--- src/rtl/washing_machine_prog.sv ---
// Programmable washer controller: fill/heat/wash/drain, N rinses, spin, with per-phase watchdog, abort and error latch.
// Latency: Moore outputs; an input sampled at a clk50m edge affects state and outputs right after that edge.
// Backpressure: none; sensors are level inputs, start is honoured only in IDLE, ack only in ERR.
module washing_machine_prog #(
    parameter int TMR_W      = 16,
    parameter int FILL_TO    = 1000,
    parameter int HEAT_TO    = 2000,
    parameter int WASH_TO    = 4000,
    parameter int DRAIN_TO   = 1000,
    parameter int SPIN_TO    = 3000,
    parameter int RINSE_TIME = 500,
    parameter int RINSE_W    = 3
) (
    input  logic               clk50m,
    input  logic               rst,
    input  logic               start,
    input  logic               abort,
    input  logic               ack,
    input  logic [RINSE_W-1:0] rinse_cnt,
    input  logic               full,
    input  logic               hot,
    input  logic               clean,
    input  logic               dry,
    output logic               door_lock,
    output logic               valve,
    output logic               heater,
    output logic               motor_wash,
    output logic               motor_spin,
    output logic               pump,
    output logic               busy,
    output logic               done,
    output logic               error,
    output logic [2:0]         err_code,
    output logic [RINSE_W-1:0] rinse_left
);

    typedef enum logic [3:0] {
        S_IDLE, S_FILL, S_HEAT, S_WASH, S_DRAIN, S_RFILL,
        S_RWASH, S_RDRAIN, S_SPIN, S_DONE, S_ABORT, S_ERR
    } state_t;

    // Last legal timer value in each phase; reaching it without the exit condition is a fault.
    localparam logic [TMR_W-1:0] FILL_LAST  = TMR_W'(FILL_TO - 1);
    localparam logic [TMR_W-1:0] HEAT_LAST  = TMR_W'(HEAT_TO - 1);
    localparam logic [TMR_W-1:0] WASH_LAST  = TMR_W'(WASH_TO - 1);
    localparam logic [TMR_W-1:0] DRAIN_LAST = TMR_W'(DRAIN_TO - 1);
    localparam logic [TMR_W-1:0] SPIN_LAST  = TMR_W'(SPIN_TO - 1);
    localparam logic [TMR_W-1:0] RINSE_LAST = TMR_W'(RINSE_TIME - 1);

    state_t             state;
    state_t             state_nxt;
    state_t             exit_dst;
    logic [TMR_W-1:0]   timer;
    logic [TMR_W-1:0]   to_last;
    logic [RINSE_W-1:0] rinse_left_nxt;
    logic [RINSE_W-1:0] rinse_dec;
    logic [2:0]         err_code_nxt;
    logic [2:0]         to_code;
    logic               exit_ok;
    logic               has_to;
    logic               abortable;

    assign rinse_dec = rinse_left - 1'b1;

    // Next state: each state names its exit condition/destination and watchdog, then abort > exit > timeout.
    always_comb begin
        state_nxt      = state;
        rinse_left_nxt = rinse_left;
        err_code_nxt   = err_code;
        exit_ok        = 1'b0;
        exit_dst       = state;
        has_to         = 1'b0;
        to_last        = '0;
        to_code        = 3'd0;
        abortable      = 1'b1;
        case (state)
            S_IDLE: begin
                abortable = 1'b0;
                if (start) begin
                    state_nxt      = S_FILL;
                    rinse_left_nxt = rinse_cnt;
                end
            end
            S_FILL: begin
                exit_ok = full;   exit_dst = S_HEAT;
                has_to  = 1'b1;   to_last  = FILL_LAST;  to_code = 3'd1;
            end
            S_HEAT: begin
                exit_ok = hot;    exit_dst = S_WASH;
                has_to  = 1'b1;   to_last  = HEAT_LAST;  to_code = 3'd2;
            end
            S_WASH: begin
                exit_ok = clean;  exit_dst = S_DRAIN;
                has_to  = 1'b1;   to_last  = WASH_LAST;  to_code = 3'd3;
            end
            S_DRAIN: begin
                exit_ok  = !full;
                exit_dst = (rinse_left != '0) ? S_RFILL : S_SPIN;
                has_to   = 1'b1;  to_last  = DRAIN_LAST; to_code = 3'd4;
            end
            S_RFILL: begin
                exit_ok = full;   exit_dst = S_RWASH;
                has_to  = 1'b1;   to_last  = FILL_LAST;  to_code = 3'd1;
            end
            S_RWASH: begin
                // Fixed-length agitation, so no watchdog here.
                exit_ok  = (timer == RINSE_LAST);
                exit_dst = S_RDRAIN;
            end
            S_RDRAIN: begin
                exit_ok  = !full;
                exit_dst = (rinse_dec != '0) ? S_RFILL : S_SPIN;
                has_to   = 1'b1;  to_last  = DRAIN_LAST; to_code = 3'd4;
            end
            S_SPIN: begin
                exit_ok = dry;    exit_dst = S_DONE;
                has_to  = 1'b1;   to_last  = SPIN_LAST;  to_code = 3'd5;
            end
            S_DONE: begin
                abortable = 1'b0;
                state_nxt = S_IDLE;
            end
            S_ABORT: begin
                // A held abort must not trap the machine here; the drain just continues.
                abortable = 1'b0;
                exit_ok   = !full;  exit_dst = S_IDLE;
                has_to    = 1'b1;   to_last  = DRAIN_LAST; to_code = 3'd4;
            end
            S_ERR: begin
                abortable = 1'b0;
                if (ack && !full) begin
                    state_nxt    = S_IDLE;
                    err_code_nxt = 3'd0;
                end
            end
            default: begin
                abortable = 1'b0;
                state_nxt = S_IDLE;
            end
        endcase

        if (abortable && abort) begin
            state_nxt = S_ABORT;
        end else if (exit_ok) begin
            state_nxt = exit_dst;
            if (state == S_RDRAIN) rinse_left_nxt = rinse_dec;
        end else if (has_to && timer == to_last) begin
            state_nxt    = S_ERR;
            err_code_nxt = to_code;
        end
    end

    // Actuator/status decode from registered state; ERR keeps the door locked and pump on while water remains.
    always_comb begin
        door_lock  = 1'b0;
        valve      = 1'b0;
        heater     = 1'b0;
        motor_wash = 1'b0;
        motor_spin = 1'b0;
        pump       = 1'b0;
        case (state)
            S_FILL, S_RFILL:           begin door_lock = 1'b1; valve      = 1'b1; end
            S_HEAT:                    begin door_lock = 1'b1; heater     = 1'b1; end
            S_WASH, S_RWASH:           begin door_lock = 1'b1; motor_wash = 1'b1; end
            S_DRAIN, S_RDRAIN, S_ABORT: begin door_lock = 1'b1; pump      = 1'b1; end
            S_SPIN:                    begin door_lock = 1'b1; motor_spin = 1'b1; pump = 1'b1; end
            S_ERR:                     begin door_lock = full; pump       = full; end
            default: ;
        endcase
        busy  = (state != S_IDLE);
        done  = (state == S_DONE);
        error = (state == S_ERR);
    end

    // State, phase timer (cleared on any state change), rinse counter and latched error code.
    always_ff @(posedge clk50m or posedge rst) begin
        if (rst) begin
            state      <= S_IDLE;
            timer      <= '0;
            rinse_left <= '0;
            err_code   <= 3'd0;
        end else begin
            state      <= state_nxt;
            timer      <= (state_nxt != state) ? '0 : timer + 1'b1;
            rinse_left <= rinse_left_nxt;
            err_code   <= err_code_nxt;
        end
    end

endmodule

--- config.mk ---
export PLATFORM = sky130hd
export DESIGN_NAME = washing_machine_prog
export DESIGN_NICKNAME = d
export VERILOG_FILES = /design/src/rtl/washing_machine_prog.sv
export SDC_FILE = /design/constraint.sdc
export NUM_CORES = 1
export LEC_CHECK = 0
export CAP_MARGIN = 20
export CORE_MARGIN = 8
export CORE_UTILIZATION = 51
export DETAILED_ROUTE_END_ITERATION = 8
export PLACE_DENSITY_LB_ADDON = 0.2
export SLEW_MARGIN = 30
export SYNTH_ARGS = -nofsm -noshare
export SYNTH_HDL_FRONTEND = slang
export SYNTH_SLANG_ARGS = --single-unit
--- constraint.sdc ---
create_clock -name clk50m -period 2.3 [get_ports clk50m]
set_clock_uncertainty 0.05 [all_clocks]
set_input_delay 0.345 -clock clk50m [delete_from_list [all_inputs] [get_ports clk50m]]
set_output_delay 0.345 -clock clk50m [all_outputs]
set_load 0.1 [all_outputs]
==> results.toml, run 1 <==
[clock_network]
clkTransAtPathRegs_ns = 0.10
clock_sinks = 26
clockBufferDepth = 2
clk_latency_ns = 0.27
cts_tree = "done"
ctsHtreeMaxLevel = 1
hold_buffers = 0
cts_buffers = 3
cts_root_buf = "clkbuf_8"

[grt]
grt-ovfl-total = 0
grt_usage = 0.230
antenna_found_initial = 0
grt_pass1_wl_mm = 12.0
grt_max_degree = 27
grt_pass1_vias = 2408

[sta]
tns_ns = -5.10
setup_ws_ns = -0.326
rsz0062_at_grt = "true"
maxSlewHeadroom = 0.564
finalSetupViolCount = 20
report.final.slew_viol_count = 0
finalCritPeriodShare = 1.14
hold_viol = 0
worst_slew_pin_slew_ns = 0.647
fin_crit_ns = 2.63
max_freq_mhz = 381

[routing]
wl_per_cell_um = 19.2
via_count = 2569
first_pass_iters = 5
drtAntennaViolNets = 0
first_iter_violations = 215
vias_per_cell = 6.25
routed_wl_mm = 7.89
remaining_drc_errors = 0

[flow_run]
maxCapViolations = 0

[placed_design]
place_ws_ns = -0.391
dp.cells = 397
globalplace.congestion = 0.988
dp_hpwl_mm = 5.19
port_buffers = 26

[pwr]
p_leak_nw = 1.44
power.density_nw_per_um2 = 1490
design_power_total_mw = 5.19
ir_worst_vdd_uv = 1230

[worst_setup_path]
crit_path_start_kind = "flip-flop"
cp-startpoint = "state[2]"
critPathKind = "flip-flop to flip-flop"
cp_data_arrival_time_ns = 2.74
worst-path-max-fanout = 14
worstPathRequired_ns = 2.41
crit_path_end_kind = "flip-flop"
crit-reg2reg-launch = "state[2]"

[logic_synthesis]
synth-adder-area-share = 0.0274
async_flop_share = 1.00
synthFlopType = "dfrtp_1"
syn_area_sq_um = 2190
synth_edf_count = 0
synth_top_family_by_area = "simple AND/OR/NAND/NOR gates"
ys_types = 62
synthMuxAreaShare = 0.00971
synth_seq_area_share = 0.297
synthSimpleGateAreaFrac = 0.331
syn_avg_cell_area_sq_um = 8.29
synth_xor_area_frac = 0.0640
ys_ff_latch = 26
synth_fp_nets = 280
synth_warnings = 0
syn_inst = 264
synth_compound_area_frac = 0.204

[floorplan]
die_y_um = 81.5
start_util = 0.517
die_x_um = 81.5
num_rows = 24
fp.coreArea_sq_um = 4230
ios = 27
dieArea_sq_um = 6650

[final_layout]
multi_input_area_sq_um = 1680
nets = 376
syn_to_final_growth_pct = 59.4
fill_cells = 273
regArea_sq_um = 653
stdcell_count = 411
final_layout_size_suffix_gt1_frac = 0.451
n_antenna_cell = 0

[outcome]
failed_checks = "negative setup slack"
status = "complete, but fails checks"

[worst_hold_path]
hold_class = "primary input to async pin"
## worst paths after layout
check	endpoint	slack, ns	cells past startpoint
max in group asynchronous	state[2]	1.55	3
min reg2reg	timer[0]	0.45	1
max	timer[3]	-0.33	10
min in group clk50m	timer[0]	0.45	1
min	rinse_left[1]	0.36	3
max reg2reg	timer[3]	-0.33	10
## routing by layer
metal	up-vias	global-route usage	routed length [um]
li1	1155	-	-
met1	1229	0.295	3150
met2	147	0.383	3810
met3	38	0.0230	576
met4	0	0.102	354
met5	-	0	0
## critical path, stage by stage, from the launching register on
cell      delay (ns)
dfrtp_2         0.52
buf_4           0.17
nor2b_1         0.14
a211oi_1        0.24
a21oi_1         0.07
o211ai_1        0.33
buf_4           0.21
a21oi_4         0.07
a311o_2         0.47
nand3_4         0.17
nor3_1          0.08
## state kept, by name, indices dropped and copies added (netlist names)
signal and cells:
rinse_left 3, state 4, timer 16, err_code 3
## synth_stat cells, types with 5 or more instances
cell	n	area (sq um)
xor2_1	7	61.3
nor3_1	14	70.1
nand2_1	22	82.6
dfrtp_1	26	651
inv_1	9	33.8
nor2_1	22	82.6
nand2b_1	5	31.3
o21ai_0	13	65.1
xnor2_1	9	78.8
nor3_2	10	100
nand3_1	15	75.1
a21oi_1	18	90.1
buf_2	8	40.0
nand4_1	5	31.3
## layout by cell type (no fill, tap or decap), types with 4 or more instances in the layout
cell type,n
buf_4,80
dfrtp_1,24
nor3_2,17
nor3_1,6
a21oi_2,4
xnor2_1,9
o211ai_1,4
nand4_1,5
clkdlybuf4s50_1,11
nand2_1,21
o21ai_1,4
inv_1,9
ha_1,4
buf_6,4
a21oi_1,12
xor2_1,7
nor2_1,20
o21ai_0,8
nand2b_1,4
buf_12,11
nand3_1,11
## layout make-up
type / count / share of cell area
clock buffer: 3 / 0.0118
clock inverter: 1 / 0.00860
inverter: 10 / 0.0108
multi-input combinational: 212 / 0.481
sequential: 26 / 0.187
tap: 52 / 0.0186
timing repair buffer: 107 / 0.282
## report_power, final
| group | internal, mW | switching, mW |
|---|---|---|
| logic | 1.69 | 2.53 |
| clock network | 0.233 | 0.153 |
| registers | 0.527 | 0.0662 |
| total | 2.45 | 2.75 |
## kinds of logic after synthesis
family,Yosys count
multiplexers,2
flip-flops,26
XOR/XNOR,16
AND/OR/NAND/NOR,123
buffers and inverters,28
adder cells (fa/ha/maj),5
AO/OA/AOI/OAI,64
## per-stage QoR
stage	cell area [sq um]	utilization	hold WS, ns
6_report	3490	0.824	0.363
5_1_grt	3490	0.824	0.452
4_1_cts	3350	0.792	0.372
3_5_place_dp	3100	0.733	0.441
3_3_place_gp	3100	0.733	0.419
2_1_floorplan	2270	-	0.335
## timing repair
item / in CTS / in global routing
endpoints found under the hold margin: 0 / 0
setup buffers: 6 / 3
resized for setup: 23 / 26
setup endpoints to repair: 24 / 27
gates cloned: 2 / 0
pin swaps: 17 / 12
No activity file was read; power rests on OpenSTA's default activity.
==> run 2, diff against run 1 <==
- MAX_ROUTING_LAYER: unset -> met4
==> results.toml, run 2 (same netlist as run 1, synthesis figures left out) <==
[outcome]
status = "complete, but fails checks"
failed_checks = "negative setup slack"

[pwr]
power_switching_mw = 2.74
ir_worst_vdd_uv = 1220
p_int_mw = 2.29
p_leak_nw = 1.42
seq_power_share = 0.121
clockPowerShare = 0.060
combinationalPowerShare = 0.819
design_power_total_mw = 5.04
power.density_nw_per_um2 = 1460
p_sw_frac = 0.545

[clock_network]
clockBufferDepth = 2
clkTransAtPathRegs_ns = 0.09
hold_buffers = 0
cts_buffers = 3
cts_root_buf = "clkbuf_8"
ctsHtreeMaxLevel = 1
clock_sinks = 26
clk_latency_ns = 0.28
cts_tree = "done"

[sta]
report.final.slew_viol_count = 0
maxSlewHeadroom = 0.656
hold_viol = 0
finalSetupViolCount = 24
tns_ns = -5.76
fin_crit_ns = 2.61
rsz0062_at_grt = "true"
setup_ws_ns = -0.315
finalCritPeriodShare = 1.14
worst_slew_pin_slew_ns = 0.511
max_freq_mhz = 382

[final_layout]
final_common_cell = "buf_4"
syn_to_final_growth_pct = 57.5
fin_util = 0.814
fill_cells = 276
layout_common_cells = "buf_4 (82), dfrtp_1 (23), nand2_1 (22)"
largest_reg_flops = 16
regArea_sq_um = 654
n_antenna_cell = 0
largestRegisters = "timer (16), state (4)"
final_layout_size_suffix_gt1_frac = 0.448
stdcell_count = 411
regMostFlops = "timer"
nets = 376
multi_input_area_sq_um = 1670

[placed_design]
port_buffers = 26
place_ws_ns = -0.346
dp_hpwl_mm = 5.33
dp.cells = 391
globalplace.congestion = 0.957

[grt]
grt-ovfl-total = 0
antenna_found_initial = 0
grt_max_degree = 27
grt_pass1_vias = 2430
grt_pass1_wl_mm = 12.1
grt_usage = 0.242
grt_util_met1 = 0.311
top_usage_layer = "met2"
groute.layer.met2.usage = 0.382
grt_util_met3 = 0.0252

[worst_setup_path]
critPathKind = "flip-flop to flip-flop"
crit_path_end_kind = "flip-flop"
crit_path_cell_trace = "or4_4, and4bb_1, nand4b_1, a21oi_2, a21oi_4, a311o_2, nand3_4, nor3b_2"
cp_slowest_stage_delay_ns = 0.56
r2r_end = "timer[1]"
crit-reg2reg-launch = "timer[13]"
worstPathRequired_ns = 2.41
worst-path-max-fanout = 8
ff2ff_path_depth = 8
cp_data_arrival_time_ns = 2.73
crit_path_start_kind = "flip-flop"
reg2reg_slack_ns = -0.31
slowest_stage = "or4_4"

[routing]
drtAntennaViolNets = 0
wl_per_cell_um = 19.5
via_count = 2528
vias_per_cell = 6.15
first_iter_violations = 278
first_pass_iters = 4
routed_wl_mm = 8.03
remaining_drc_errors = 0

[floorplan]
die_x_um = 81.5
ios = 27
fp.coreArea_sq_um = 4230
num_rows = 24
dieArea_sq_um = 6650
start_util = 0.517
die_y_um = 81.5

[worst_hold_path]
hold_class = "primary input to async pin"

[flow_run]
maxCapViolations = 0
## run 2: cell count changes in the layout (fill, tap and decap cells not counted), sizes merged
cell,delta
clkbuf,+1
bufinv,-1
## run 2: final cells by class
cell class	count	share of cell area
multi-input cells	212	0.485
well taps	52	0.0189
repair buffers	107	0.280
flip-flops and latches	26	0.190
clock buffers	4	0.0160
inverters	10	0.0109
## run 2: worst max-delay path, delay by kind of cell (launching register included)
family	cells	cell delay (ns)
flops	1	0.39
compound gates	3	0.76
simple gates	5	1.28
## run 2: layer usage
layer,part of all wire,vias to the layer above
li1,-,1160
met1,0.40,1215
met2,0.49,125
met3,0.080,28
met4,0.032,0
met5,0,-
## run 2: how the worst max path moves through the flow
stage | from | to | slack [ns] | cells past startpoint
global placement | hot | timer[1] | -0.31 | 9
detailed placement | hot | timer[1] | -0.35 | 9
finish | timer[13] | timer[1] | -0.31 | 8
global route | timer[14] | timer[4] | -0.38 | 8
floorplan | state[2] | timer[0] | -0.71 | 10
CTS | timer[13] | timer[11] | -0.20 | 8
## run 2: per-stage QoR
stage          area, sq um  hold slack, ns
6_report              3450           0.389
5_1_grt               3450           0.438
4_1_cts               3250           0.404
3_5_place_dp          3050           0.433
3_3_place_gp          3050           0.418
2_1_floorplan         2270           0.335
## run 2: repair_timing
item / 4_1_cts / 5_1_grt
buffers inserted: 4 / 10
resized for setup: 22 / 25
setup endpoints to repair: 22 / 28
endpoints found under the hold margin: 0 / 0
cloned: 2 / 0
pin swaps: 20 / 28
## run 2: power groups by stage
stage | Combinational (mW) | Clock [mW] | Sequential [mW]
after floorplan | 2.18 | 0 | 0.762
after detailed placement | 3.39 | 0 | 0.625
final | 4.12 | 0.303 | 0.611
after CTS | 3.72 | 0.304 | 0.619
after global placement | 3.38 | 0 | 0.623
after global routing | 4.31 | 0.320 | 0.618
==> run 3, diff against run 2 <==
- CORE_UTILIZATION: 51 -> 25
- HOLD_SLACK_MARGIN: unset -> 0.15
==> results.toml, run 3 (same netlist as run 1, synthesis figures left out) <==
[placed_design]
port_buffers = 26
dp_hpwl_mm = 5.79
place_ws_ns = -0.393
globalplace.congestion = 0.896

[sta]
fin_crit_ns = 2.60
max_freq_mhz = 384
worst_slew_pin_slew_ns = 0.405
finalSetupViolCount = 18
rsz0062_at_grt = "true"
report.final.slew_viol_count = 0
finalCritPeriodShare = 1.13
setup_ws_ns = -0.304
hold_viol = 0
maxSlewHeadroom = 0.728

[grt]
grt_max_degree = 27
grt-ovfl-total = 0
grt_usage = 0.131
grt_pass1_wl_mm = 12.2
grt_pass1_vias = 2362
antenna_found_initial = 0

[outcome]
status = "complete, but fails checks"
failed_checks = "negative setup slack"

[clock_network]
clockBufferDepth = 2
clock_sinks = 26
clkTransAtPathRegs_ns = 0.09
cts_tree = "done"
cts_root_buf = "clkbuf_8"
ctsHtreeMaxLevel = 1
clk_latency_ns = 0.27
hold_buffers = 0
cts_buffers = 3

[routing]
wl_per_cell_um = 16.0
drtAntennaViolNets = 0
via_count = 2359
first_iter_violations = 78
routed_wl_mm = 7.72
remaining_drc_errors = 0
first_pass_iters = 5
vias_per_cell = 4.89

[final_layout]
syn_to_final_growth_pct = 69.0
largest_reg_flops = 16
layout_common_cells = "buf_4 (94), dfrtp_1 (24), nand2_1 (22)"
largestRegisters = "timer (16), state (4)"
nets = 391
regMostFlops = "timer"
n_antenna_cell = 0
fin_util = 0.431
final_common_cell = "buf_4"
final_layout_size_suffix_gt1_frac = 0.471

[worst_hold_path]
hold_class = "primary input to async pin"

[floorplan]
ios = 27
num_rows = 34
start_util = 0.255
die_x_um = 110
fp.coreArea_sq_um = 8590
die_y_um = 110
dieArea_sq_um = 12000

[worst_setup_path]
ff2ff_path_depth = 9
crit_path_start_kind = "flip-flop"
worstPathRequired_ns = 2.45
critPathKind = "flip-flop to flip-flop"
cp_data_arrival_time_ns = 2.75
crit_path_end_kind = "flip-flop"
worst-path-max-fanout = 6

[flow_run]
maxCapViolations = 0

[pwr]
p_leak_nw = 1.53
power.density_nw_per_um2 = 1480
ir_worst_vdd_uv = 561
-- run 3: per-layer routing --
metal	up-vias	share of wire	wire, um	global-route usage
met2	53	0.49	3750	0.222
met4	0	0.017	130	0.0241
met3	8	0.049	378	0.0223
met5	-	0	0	-
met1	1106	0.45	3460	0.162
li1	1192	-	-	-
-- run 3: layout make-up --
class	count	area (sq um)
fillers	872	4890
multi-input cells	211	1650
repair buffers	123	1150
flip-flops and latches	26	653
well taps	108	135
clock buffers	3	41.3
inverters	10	37.5
clock inverters	1	30.0
-- run 3: where the power goes --
| part | switching (mW) | internal (mW) | leakage, nW |
|---|---|---|---|
| registers | 0.0667 | 0.528 | 0.346 |
| logic | 2.49 | 2.02 | 1.15 |
| clock network | 0.148 | 0.233 | 0.0357 |
-- run 3: path summary, 6_finish.rpt --
check / startpoint / endpoint / slack, ns
worst min-delay path: rst / timer[14] / 0.38
worst max register to register: timer[13] / timer[14] / -0.30
worst max-delay path: timer[13] / timer[14] / -0.30
max in group asynchronous: rst / state[1] / 1.55
worst min register to register: err_code[0] / err_code[0] / 0.48
min in group clk50m: err_code[0] / err_code[0] / 0.48
-- run 3: what timing repair did --
action / CTS / global route
endpoints found under the setup margin: 24 / 28
resized for setup: 14 / 33
cloned: 1 / 1
setup buffers: 13 / 3
pin swaps: 6 / 12
-- run 3: critical path, stage by stage, from the launching register on --
cell	delay, ns
dfrtp_1	0.38
or4_4	0.55
nor4b_4	0.23
nand4_1	0.21
and3_4	0.24
o31ai_4	0.23
a311o_2	0.17
nand3_4	0.13
buf_12	0.19
nor3_4	0.16
-- run 3: stage by stage --
step                hold slack [ns]  std cells  total power [mW]  instance area (sq um)  TNS [ns]
finish                        0.375        482              5.49                   3700     -4.69
global route                  0.435        482              5.77                   3700     -6.22
CTS                           0.379        478              5.13                   3510     -4.24
detailed placement            0.457        461              4.19                   3250     -6.19
global placement              0.454        461              4.20                   3250     -6.31
floorplan                     0.335        264              2.94                   2270    -14.58
